$ cat src/rtl/operand_bank_if.sv
`default_nettype none
// ============================================================================
//  Module  : operand_bank_if
//  Brief   : Load/done handshake and parallel operand bus between the input
//            front end (master) and the operand_bank (slave).
//  Rev     : 1.0  initial release
// ============================================================================
interface operand_bank_if #(
    parameter int N       = 4,
    parameter int NUM_OPS = 2
);
    localparam int CW = $clog2(NUM_OPS + 1);

    logic                 load;
    logic                 done;
    logic [N-1:0]         in;
    logic                 ready;
    logic [NUM_OPS*N-1:0] reg_out;
    logic                 loaded;
    logic [CW-1:0]        count;
    logic                 err_ovf;

    modport master (
        output load,
        output done,
        output in,
        input  ready,
        input  reg_out,
        input  loaded,
        input  count,
        input  err_ovf
    );

    modport slave (
        input  load,
        input  done,
        input  in,
        output ready,
        output reg_out,
        output loaded,
        output count,
        output err_ovf
    );
endinterface
`default_nettype wire

$ cat src/rtl/operand_bank.sv
`default_nettype none
// ============================================================================
//  Module  : operand_bank
//  Brief   : Captures NUM_OPS operands of N bits, one per accepted load, and
//            holds the full set until the consumer pulses done.
//            Optional macro OPERAND_BANK_CLR_ON_DONE_EN zeroes all slots when
//            done releases a held set.
//  Rev     : 1.0  initial release
// ============================================================================
module operand_bank #(
    parameter int N       = 4,
    parameter int NUM_OPS = 2
) (
    input  wire logic     clk,
    input  wire logic     rst,
    operand_bank_if.slave bank
);
    localparam int CW = $clog2(NUM_OPS + 1);

    localparam logic [0:0]    S_FILL   = 1'b0;
    localparam logic [0:0]    S_HOLD   = 1'b1;
    localparam logic [CW-1:0] LAST_IDX = CW'(NUM_OPS - 1);
    localparam logic [CW-1:0] ONE_CNT  = CW'(1);

    logic [0:0]    state_q;
    logic [0:0]    state_d;
    logic [CW-1:0] count_q;
    logic [CW-1:0] count_d;
    logic          err_ovf_q;
    logic          err_ovf_d;
    logic [N-1:0]  slot_q [NUM_OPS];

    logic          w_in_fill;
    logic          w_in_hold;
    logic          w_wr_en;
    logic [CW-1:0] w_wr_idx;
`ifdef OPERAND_BANK_CLR_ON_DONE_EN
    logic          w_clr;
`endif

    assign w_in_fill = (state_q == S_FILL);
    assign w_in_hold = (state_q == S_HOLD);

    // ------------------------------------------------------------------
    // State register
    // ------------------------------------------------------------------
    always_ff @(posedge clk) begin
        if (rst) begin
            state_q <= S_FILL;
        end else begin
            state_q <= state_d;
        end
    end

    // ------------------------------------------------------------------
    // Next-state logic
    // ------------------------------------------------------------------
    always_comb begin
        state_d = state_q;
        unique case (state_q)
            S_FILL: begin
                if (bank.load) begin
                    if (bank.done) begin
                        // done restarts the set; a single-slot bank is full at once
                        state_d = (NUM_OPS == 1) ? S_HOLD : S_FILL;
                    end else if (count_q == LAST_IDX) begin
                        state_d = S_HOLD;
                    end
                end
            end
            S_HOLD: begin
                if (bank.done && !(bank.load && (NUM_OPS == 1))) begin
                    state_d = S_FILL;
                end
            end
            default: state_d = S_FILL;
        endcase
    end

    // ------------------------------------------------------------------
    // Datapath control: slot writes, operand count, overflow flag
    // ------------------------------------------------------------------
    always_comb begin
        w_wr_en   = bank.load && (w_in_fill || bank.done);
        w_wr_idx  = bank.done ? '0 : count_q;
        count_d   = count_q;
        err_ovf_d = err_ovf_q | (w_in_hold & bank.load & ~bank.done);
        if (bank.done) begin
            count_d = bank.load ? ONE_CNT : '0;
        end else if (w_in_fill && bank.load) begin
            count_d = count_q + ONE_CNT;
        end
    end

`ifdef OPERAND_BANK_CLR_ON_DONE_EN
    assign w_clr = w_in_hold && bank.done;
`endif

    always_ff @(posedge clk) begin
        if (rst) begin
            count_q   <= '0;
            err_ovf_q <= 1'b0;
        end else begin
            count_q   <= count_d;
            err_ovf_q <= err_ovf_d;
        end
    end

    // A simultaneous load into slot 0 wins over the release clear.
    always_ff @(posedge clk) begin
        for (int k = 0; k < NUM_OPS; k++) begin
            if (rst) begin
                slot_q[k] <= '0;
            end else if (w_wr_en && (w_wr_idx == CW'(k))) begin
                slot_q[k] <= bank.in;
`ifdef OPERAND_BANK_CLR_ON_DONE_EN
            end else if (w_clr) begin
                slot_q[k] <= '0;
`endif
            end
        end
    end

    // ------------------------------------------------------------------
    // Output logic
    // ------------------------------------------------------------------
    always_comb begin
        bank.ready   = w_in_fill;
        bank.loaded  = w_in_hold;
        bank.count   = count_q;
        bank.err_ovf = err_ovf_q;
        bank.reg_out = '0;
        for (int k = 0; k < NUM_OPS; k++) begin
            bank.reg_out[k*N +: N] = slot_q[k];
        end
    end
endmodule
`default_nettype wire

$ cat src/flat_wrapper.sv
// flat-port wrapper written by rule: the top's interface ports become plain ports
module operand_bank_flat 
#(
    parameter int N       = 4,
    parameter int NUM_OPS = 2
)
  (clk, rst, bank_load, bank_done, bank_in, bank_ready, bank_reg_out, bank_loaded, bank_count, bank_err_ovf);
  operand_bank_if #(.N(N), .NUM_OPS(NUM_OPS)) bank_i ();
  input  wire logic clk;
  input  wire logic rst;
  input wire logic [$bits(bank_i.load)-1:0] bank_load;
  input wire logic [$bits(bank_i.done)-1:0] bank_done;
  input wire logic [$bits(bank_i.in)-1:0] bank_in;
  output wire logic [$bits(bank_i.ready)-1:0] bank_ready;
  output wire logic [$bits(bank_i.reg_out)-1:0] bank_reg_out;
  output wire logic [$bits(bank_i.loaded)-1:0] bank_loaded;
  output wire logic [$bits(bank_i.count)-1:0] bank_count;
  output wire logic [$bits(bank_i.err_ovf)-1:0] bank_err_ovf;
  assign bank_i.load = bank_load;
  assign bank_i.done = bank_done;
  assign bank_i.in = bank_in;
  assign bank_ready = bank_i.ready;
  assign bank_reg_out = bank_i.reg_out;
  assign bank_loaded = bank_i.loaded;
  assign bank_count = bank_i.count;
  assign bank_err_ovf = bank_i.err_ovf;
  operand_bank #(.N(N), .NUM_OPS(NUM_OPS)) u_core (.clk(clk), .rst(rst), .bank(bank_i));
endmodule
$ cat config.mk
export PLATFORM = sky130hd
export DESIGN_NAME = operand_bank_flat
export DESIGN_NICKNAME = d
export VERILOG_FILES = /design/src/rtl/operand_bank_if.sv /design/src/rtl/operand_bank.sv /design/src/flat_wrapper.sv
export SDC_FILE = /design/constraint.sdc
export NUM_CORES = 1
export LEC_CHECK = 0
export ABC_AREA = 1
export CAP_MARGIN = 20
export CELL_PAD_IN_SITES_DETAIL_PLACEMENT = 1
export CELL_PAD_IN_SITES_GLOBAL_PLACEMENT = 2
export CORE_MARGIN = 2
export CORE_UTILIZATION = 30
export DETAILED_ROUTE_END_ITERATION = 8
export DONT_BUFFER_PORTS = 1
export MAX_ROUTING_LAYER = met4
export PLACE_DENSITY_LB_ADDON = 0.25
export SYNTH_ARGS = -nofsm -noshare
export SYNTH_HDL_FRONTEND = slang
export SYNTH_SLANG_ARGS = --single-unit
$ cat constraint.sdc
create_clock -name clk -period 1.4 [get_ports clk]
set_input_delay 0.28 -clock clk [delete_from_list [all_inputs] [get_ports clk]]
set_output_delay 0.28 -clock clk [all_outputs]
set_load 0.02 [all_outputs]
==> impl_metrics.csv, run 1 <==
group,metric,value,unit
timing,fin_worst_skew,0.002491,ns
timing,setup_tns,0,ns
detailed_routing,firstDrtPassIters,4,
hold_path,min_path_type,"in2reg",
clocking,clock-sinks,12,
grt,grt_usage,12.08,%
die,pin_count,21,
timing,min_period,1.207,ns
synth,synth_ff_type,"edfxtp_1",
timing,setup_viol,0,
detailed_routing,num_vias,381,
timing,finalHoldViolations,0,
power_and_ir_drop,swShare,25.81,%
synth,synth_seq_cells,12,
finish,fin_util,35.41,%
synth,synth_most_common_cell,"nor2_1",
power_and_ir_drop,p_leak,0.2703,nW
synth,syn_area,528.0,sq um
die,initial_core_util,31.26,%
synth,syn_nets,63,
job,cap_violations,0,
critical_path,worstPathRequired,1.37,ns
detailed_routing,dr_wl_met3,64,microns
power_and_ir_drop,power_density,1183,nW/um^2
synth,synth_edf_count,8,
clocking,cts_max_level,1,
timing,slew_viol_final,0,
detailed_routing,drtAntennaViolNets,0,
clocking,clock_path_buffers,2,
synth,async_flop_share,0,%
die,row_count,15,
power_and_ir_drop,p_clk_share,29.9,%
critical_path,worst_setup_path_start_kind,"flop",
grt,grt-ovfl-total,0,
finish,antenna_cells,0,
die,die_h,45.95,microns
timing,setup_ws,0.1932,ns
detailed_routing,wl_met1,412,microns
power_and_ir_drop,p_switching,0.1826,mW
synth,synth_top_area_share,45.50,%
clocking,root_buffer,"clkbuf_4",
finish,area_growth,13.27,%
timing,timing.final.crit_share,86.20,%
place,place.gp.congestion,0.6549,
clocking,cts_tree,"done",
place,port-buffer-count,0,
clocking,numCtsBuffers,3,
finish,drive_above_1_share,18.03,%
clocking,post-cts-setup-buffers,0,
power_and_ir_drop,peakVddDrop,0.3705,mV
detailed_routing,met2_length,512,microns
power_and_ir_drop,seq_power_share,60.7,%
timing,fmax,828.7,MHz
die,coreArea,1689,sq um
detailed_routing,vias_per_cell,4.885,
outcome,status,"finished, final reports clean",
detailed_routing,drt-initial-drc-count,2,
detailed_routing,drc,0,
grt,grt_max_degree,8,
critical_path,cp-end-kind,"flop",
synth,avgSynthCellArea,9.778,sq um
synth,seq_area_frac_synth,60.66,%
synth,netlist_top_cells_area,"edfxtp_1 45%, dfxtp_1 15%, nor2_1 9.2%, inv_1 6.4%, nand2_1 5.0%",
synth,post-synth-top-area-cell,"edfxtp_1",
detailed_routing,finalWirelength,1001,microns
synth,synth_cell_types,14,
clocking,clk_transition_reported_paths,0.07,ns
clocking,clk_latency,0.26,ns
power_and_ir_drop,cell_internal_pwr,0.5248,mW
timing,tightest_slew,0.3286,ns
timing,rsz0062_at_grt,"false",
clocking,cts_resized,0,
die,dieArea,2111,sq um
grt,antenna_found_initial,0,
place,hpwl,808.6,microns
clocking,cts_hold_buffers,0,
die,chipWidth,45.95,microns
critical_path,cp.arrival,1.18,ns
power_and_ir_drop,pwr-share-comb,9.3,%
power_and_ir_drop,total_power,0.7073,mW
detailed_routing,dr.max_layer_used,"met4",
timing,hold_ws,0.07582,ns
place,post-place-ws,0.2082,ns
critical_path,criticalPathCategory,"reg2reg",
grt,grt_pass1_vias,388,
synth,ys_warn_count,0,
timing,slew_headroom,77.86,%
synth,synth_common_cells,"13 x nor2_1, 9 x inv_1, 8 x edfxtp_1, 7 x nand2_1",
grt,grt_first_pass_wirelength,1683,microns
detailed_routing,wl_per_cell,12.83,microns
synth,netlist_instances,54,
critical_path,cp_max_fo,4,
finish,finalNetCount,71,
per-layer routing:
layer,vias to the layer above,GRT usage (%)
met4,0,6.857
met2,17,19.17
li1,188,-
met3,2,3.968
met5,-,-
met1,174,13.08
kinds of logic (layout without fill, tap and decap cells):
family / count (synthesis) / count (layout) / synth area share (%)
simple gates: 24 / 24 / 20.38
flops: 12 / 12 / 60.66
buf+inv: 10 / 17 / 7.108
compound gates: 7 / 7 / 9.479
fa+ha+maj: 1 / 1 / 2.369
final timing paths:
| path | cells past startpoint | endpoint | slack (ns) | start |
|---|---|---|---|---|
| max reg2reg | 3 | u_core.slot_q[0][0] | 0.19 | u_core.bank.count[1] |
| min reg2reg | 2 | u_core.bank.err_ovf | 0.63 | u_core.bank.err_ovf |
| max | 3 | u_core.slot_q[0][0] | 0.19 | u_core.bank.count[1] |
| min | 1 | u_core.bank.err_ovf | 0.08 | rst |
cells in the final DEF, fill, tap and decap left out:
| cell | netlist | routed |
|---|---|---|
| nand4_1 | 1 | 1 |
| buf_4 | 0 | 3 |
| clkbuf_4 | 0 | 3 |
| nor2_2 | 1 | 1 |
| ha_1 | 1 | 1 |
| dfxtp_1 | 4 | 4 |
| inv_2 | 1 | 1 |
| edfxtp_1 | 8 | 8 |
| o21ai_0 | 4 | 4 |
| clkinv_1 | 0 | 1 |
| nand2_1 | 7 | 7 |
| a21boi_4 | 1 | 1 |
| inv_1 | 9 | 9 |
| nor2_1 | 13 | 13 |
| nand3_2 | 2 | 2 |
| a31oi_1 | 1 | 1 |
| a21oi_1 | 1 | 1 |
final cells by class:
class,instances,area [sq um]
sequential,12,320.3
clock inverter,1,3.754
clock buffer,3,22.52
fill,206,1091
inverter,10,37.54
tap,17,21.27
timing repair buffer,3,22.52
multi-input combinational,32,170.2
sequential cells by signal (all words and copies together), names as in the netlist:
signal,cells
u_core.bank.err_ovf,1
u_core.slot_q,8
u_core.bank.loaded,1
u_core.bank.count,2
critical path, stage by stage (launching register included):
cell	delay, ns
dfxtp_1	0.35
o21ai_0	0.30
nand2_1	0.10
nand2_1	0.16
power by group through the flow:
stage | Clock, mW | Combinational, mW | Sequential [mW]
6_report | 0.212 | 0.0660 | 0.429
5_1_grt | 0.239 | 0.0774 | 0.432
4_1_cts | 0.222 | 0.0681 | 0.430
3_5_place_dp | 0 | 0.0677 | 0.438
3_3_place_gp | 0 | 0.0665 | 0.438
2_1_floorplan | 0 | 0.0426 | 0.442
metrics by stage:
stage               cells  instance area, sq um
detailed placement     74                 571.8
CTS                    78                 598.1
global route           78                 598.1
finish                 78                 598.1
global placement       74                 571.8
floorplan              54                 528.0
(Power assumes the default switching activity.)
==> run 2, diff against run 1 <==
- CORE_UTILIZATION: 30 -> 23
- DONT_BUFFER_PORTS: 1 -> not set
- SLEW_MARGIN: not set -> 10
==> run 2 against run 1 <==
Net effect:
- wire length increased by 13%
- count of clock-buffer cells in the layout unchanged
- sequential cell count did not move
- via count increased by 24%
- sequential power is 5.4% lower
- worst setup slack lost 0.093 ns
- die area up 28%
- largest cell class unchanged
- sequential share of layout area fell by 15 points
- utilization rose by 2.9 points
==> impl_metrics.csv, run 2 (synthesized netlist as in run 1, its figures left out) <==
group,metric,value,unit
outcome,status,"finished, final reports clean",
finish,largest_reg_flops,8,
critical_path,criticalPathCategory,"reg2out",
grt,grt_usage,9.969,%
detailed_routing,drc,0,
timing,slew_headroom,83.42,%
die,coreArea,2191,sq um
timing,finalHoldViolations,0,
place,port-buffer-count,20,
power_and_ir_drop,pwr-share-comb,19.4,%
critical_path,worstPathRequired,1.12,ns
place,hpwl,938.4,microns
clocking,clk_latency,0.26,ns
power_and_ir_drop,power_density,893.3,nW/um^2
place,dpl-instance-area,830.8,sq um
clocking,post-cts-setup-buffers,0,
critical_path,cp-end-kind,"output port",
detailed_routing,finalWirelength,1136,microns
power_and_ir_drop,p_leak,0.4100,nW
timing,slew_viol_final,0,
detailed_routing,num_vias,474,
critical_path,r2r_slack,0.20,ns
hold_path,min_path_type,"reg2reg",
timing,setup_tns,0,ns
detailed_routing,drt-initial-drc-count,4,
finish,n_fill_cell,276,
grt,grt_first_pass_wirelength,1918,microns
critical_path,worst_setup_path_start_kind,"flop",
die,dieArea,2695,sq um
timing,min_period,1.300,ns
grt,grt_max_degree,7,
detailed_routing,drtAntennaViolNets,0,
hold_path,hold_start,"u_core.bank.err_ovf",
die,chipWidth,51.92,microns
hold_path,hold_path_depth,2,
job,cap_violations,0,
die,die_h,51.92,microns
timing,rsz0062_at_grt,"false",
place,placedCellCount,111,
critical_path,reg2reg_depth,4,
detailed_routing,wl_per_cell,9.965,microns
clocking,cts_max_level,1,
place,place.gp.congestion,0.7230,
timing,fmax,769.5,MHz
detailed_routing,vias_per_cell,4.158,
critical_path,cp.arrival,1.02,ns
finish,top_register,"u_core.slot_q",
detailed_routing,firstDrtPassIters,4,
clocking,cts_hold_buffers,0,
finish,instances_no_fill,114,
hold_path,holdPathEnd,"u_core.bank.err_ovf",
clocking,clock_path_buffers,2,
clocking,cts_tree,"done",
grt,antenna_found_initial,0,
timing,tightest_slew,0.2461,ns
timing,setup_viol,0,
die,pin_count,21,
finish,layout_common_cells,"13 x nor2_1, 13 x dlygate4sd2_1, 9 x inv_1, 9 x buf_4, 8 x edfxtp_1",
clocking,clock-sinks,12,
power_and_ir_drop,p_switching,0.1832,mW
clocking,clk_transition_reported_paths,0.06,ns
die,row_count,17,
power_and_ir_drop,cell_internal_pwr,0.5657,mW
power_and_ir_drop,swShare,24.47,%
critical_path,cp_max_fo,4,
finish,drive_above_1_share,20.93,%
grt,grt-ovfl-total,0,
power_and_ir_drop,seq_power_share,54.2,%
finish,antenna_cells,0,
finish,area_growth,58.77,%
power_and_ir_drop,p_clk_share,26.4,%
die,initial_core_util,24.10,%
finish,finalNetCount,97,
clocking,numCtsBuffers,3,
critical_path,r2r_end,"u_core.slot_q[0][3]",
clocking,root_buffer,"clkbuf_4",
grt,grt_pass1_vias,496,
finish,final_area,838.3,sq um
power_and_ir_drop,peakVddDrop,0.2982,mV
timing,fin_worst_skew,0.003502,ns
critical_path,r2r-start,"u_core.bank.count[1]",
timing,timing.final.crit_share,92.82,%
## run 2: cell types whose count changed in the layout (fill, tap and decap cells not counted), sizes merged
cell	previous run	this run
buf	3	9
clkinv	1	0
clkdlybuf4s50	0	7
dlygate4sd2	0	13
## run 2: timing repair
action | 4_1_cts | 5_1_grt
pin swaps | 0 | 0
gates resized for setup | 13 | 1
setup endpoints to repair | 13 | 1
## run 2: power by group through the flow
stage	Clock (mW)	Sequential, mW	Combinational [mW]
after global routing	0.227	0.409	0.160
final	0.198	0.406	0.145
after global placement	0	0.415	0.161
after floorplan	0	0.442	0.0426
after CTS	0.209	0.407	0.149
after detailed placement	0	0.415	0.162
## run 2: through the flow
step / utilization, % / setup slack, ns / power [mW] / hold WS [ns]
after global routing: 38.26 / 0.03690 / 0.7953 / 0.5273
after floorplan: - / 0.2176 / 0.4846 / 0.3491
after global placement: 37.92 / -0.1661 / 0.5756 / 0.4687
final: 38.26 / 0.1005 / 0.7489 / 0.4749
after detailed placement: 37.92 / -0.1592 / 0.5774 / 0.4668
after CTS: 38.21 / 0.04680 / 0.7642 / 0.4881
## run 2: layer usage
metal | routed length (microns) | share of wire (%) | track usage, % | vias to the layer above
met4 | 0 | 0 | 3.947 | 0
met1 | 518 | 46 | 10.45 | 214
met3 | 80 | 7.0 | 2.586 | 0
met5 | 0 | 0 | - | -
met2 | 537 | 47 | 17.72 | 20
li1 | - | - | - | 240
## run 2: layout make-up
type | instances | area, sq um | area share, %
Clock buffer | 3 | 22.52 | 2.687
Inverter | 10 | 37.54 | 4.478
Multi-Input combinational cell | 32 | 170.2 | 20.30
Sequential cell | 12 | 321.6 | 38.36
Tap cell | 28 | 35.03 | 4.179
Timing Repair Buffer | 29 | 251.5 | 30.00
## run 2: worst max-delay path by stage
stage | start | cells after the start | to
floorplan | u_core.bank.count[0] | 4 | u_core.slot_q[1][0]
global placement | bank_done | 6 | u_core.slot_q[1][2]
detailed placement | bank_done | 6 | u_core.slot_q[1][3]
CTS | u_core.bank.loaded | 2 | bank_ready
global route | u_core.bank.loaded | 2 | bank_ready
finish | u_core.bank.loaded | 2 | bank_ready
## run 2: critical path, stage by stage, from the launching register on
cell           delay, ns
dfxtp_2             0.34
inv_1               0.08
dlygate4sd2_1       0.34
==> run 3, diff against run 2 <==
- GPL_ROUTABILITY_DRIVEN: not set -> 0
==> results of run 3 <==
Same layout as run 2: the final DEF is identical, and so are final timing and power.
==> patch, RTL diff (config.mk and constraints of run 2) <==
Build with the macro `OPERAND_BANK_CLR_ON_DONE_EN` defined.
--- a/src/rtl/operand_bank.sv
+++ b/src/rtl/operand_bank.sv
@@ -9,2 +9,4 @@
 // ============================================================================
+`define OPERAND_BANK_CLR_ON_DONE_EN
+
 module operand_bank #(
Formal check against the unedited RTL: not equivalent (Yosys sat finds a counterexample within 4 cycles, from zero or initial values and one cycle with rst high).
==> patch against run 2 <==
Power increased by 10%. Sequential cell count is the same. Worst setup slack worse by 0.020 ns. Via count is 0.21% higher. Critical endpoint is now bank_count[0]. Largest cell class unchanged. Synthesized area increased by 1.2%. Final area increased by 1.3%. Routed wire length increased by 3.3%. Die area increased by 1.1%. Critical path type unchanged. First-iteration DRC count unchanged.
==> patch: results (changes against run 2) <==
- Most flop-heavy register: u_core.slot_q
- Sequential cell area fraction in the yosys report: 60.0% (-0.71 points)
- Worst-path fanout max: 5 (+1)
- Synth area leaders: edfxtp_1 (45%), dfxtp_1 (15%), nor2_1 (7.7%)
- Worst Hold Class: flop to flop
- Post-Syn Instances: 54 (unchanged)
- Post-synth EDFFs: 8 (unchanged)
- Layout cells sized above 1: 22.1% (+1.2 points)
- Crit path largest cell delay: 0.41 ns (+0.07 ns)
- Multiplexer share of the synthesized area: 0% (unchanged)
- Clk Latency, worst-skew pair: between 0.2 and 0.3 ns
- Register Area: 320 µm² (-0.39%)
- Vias in the first global route: 469 (-5.4%)
- YS warnings: 0 (unchanged)
- Placed cell areas: 830 µm² (-0.15%)
- Post-synth top cells: nor2_1 (11), edfxtp_1 (8), inv_1 (7), nand2_1 (6), dfxtp_1 (4)
- First-pass GRT wire length: 1840 µm (-4.0%)
- Antenna violations before repair: 0 (unchanged)
- Final #Nets: 96 (-1.0%)
- Largest net degree at the start of global routing: 8 (+1)
- Reg clk slew, reported paths: 0.08 ns (+0.02 ns)
- # diodes: 0 (unchanged)
- IO buf count: 20 (unchanged)
- Compound-cell area share of the yosys netlist: 10.3% (+0.83 points)
- Peak supply drop: 408 µV (+37%)
- Outcome: finished clean
- Placer Congestion: 0.729 (+0.77%)
- Post-synthesis adder-cell area fraction: 2.34% (-0.028 points)
- Gr usage total: 9.83% (-0.14 points)
- Max Cap Violations: 0 (unchanged)
- Placed wire-length estimate: 985 µm (+4.9%)
- Leakage Power: 0.404 nW (-1.5%)
- Root Buffer: clkbuf_4
- First drt pass iteration count: 4 (unchanged)
- Worst-Margin Slew: 0.276 ns (+0.0300 ns)
- Distinct cell type count after synthesis: 16 (+2)
- DP Worst Slack: -0.123 ns (+0.0361 ns)
- CP max-delay cell: dfxtp_1
- Max reg flops: 8 (unchanged)
- Filler cells: 281 (+1.8%)
- Xor/xnor share of the synthesized area: 0% (unchanged)
- Layout Skew: 0.00318 ns (-0.000327 ns)
- Via density per instance: 4.17 (+0.21%)
- Detailed Route WL: 1170 µm (+3.3%)
- Per-cell routed wire length: 10.3 µm (+3.3%)
- Crit path max-delay family: flip-flops
-- patch: cell count changes after synthesis --
cell / delta
nand3_1: +2
inv_1: -2
o21ai_0: -1
nor2_1: -2
a21oi_1: +2
nand2_2: +1
nand2_1: -1
inv_2: +1
-- patch: what timing repair did --
| item | 4_1_cts | 5_1_grt |
|---|---|---|
| hold buffers | 0 | 0 |
| gates resized for setup | 13 | 0 |
| endpoints found under the setup margin | 13 | 0 |
| endpoints found under the hold margin | 0 | 0 |
| buffers inserted | 0 | 0 |
-- patch: metal layers --
metal	wire length, µm	up-vias	global-route usage (%)
li1	-	242	-
met3	80	4	2.57
met5	0	-	-
met2	585	18	17.5
met1	489	211	9.84
met4	17	0	5.13
-- patch: cells by family after synthesis --
family,count (synthesis)
AO/OA/AOI/OAI,8
adder cells (fa/ha/maj),1
buffers and inverters,9
flip-flops,12
AND/OR/NAND/NOR,24
-- patch: final cells by class --
class,instances,share of cell area (%)
flip-flops and latches,12,37.7
repair buffers,28,28.7
multi-input cells,33,21.2
clock buffers,4,4.27
well taps,28,4.12
inverters,9,3.98
-- patch: final timing paths --
path              cells after the start            startpoint  slack [ns]             endpoint
setup / recovery                      1  u_core.bank.count[0]        0.08        bank_count[0]
hold / removal                        2   u_core.bank.err_ovf        0.48  u_core.bank.err_ovf
setup reg to reg                      4    u_core.bank.loaded        0.23  u_core.slot_q[1][2]
hold reg to reg                       2   u_core.bank.err_ovf        0.48  u_core.bank.err_ovf
-- patch: power by group --
part | leakage (nW) | internal (W) | switching (W)
clock | 0.0210 | 0.000158 | 0.000114
sequential | 0.118 | 0.000399 | 0.00000863
combinational | 0.265 | 0.0000658 | 0.0000783
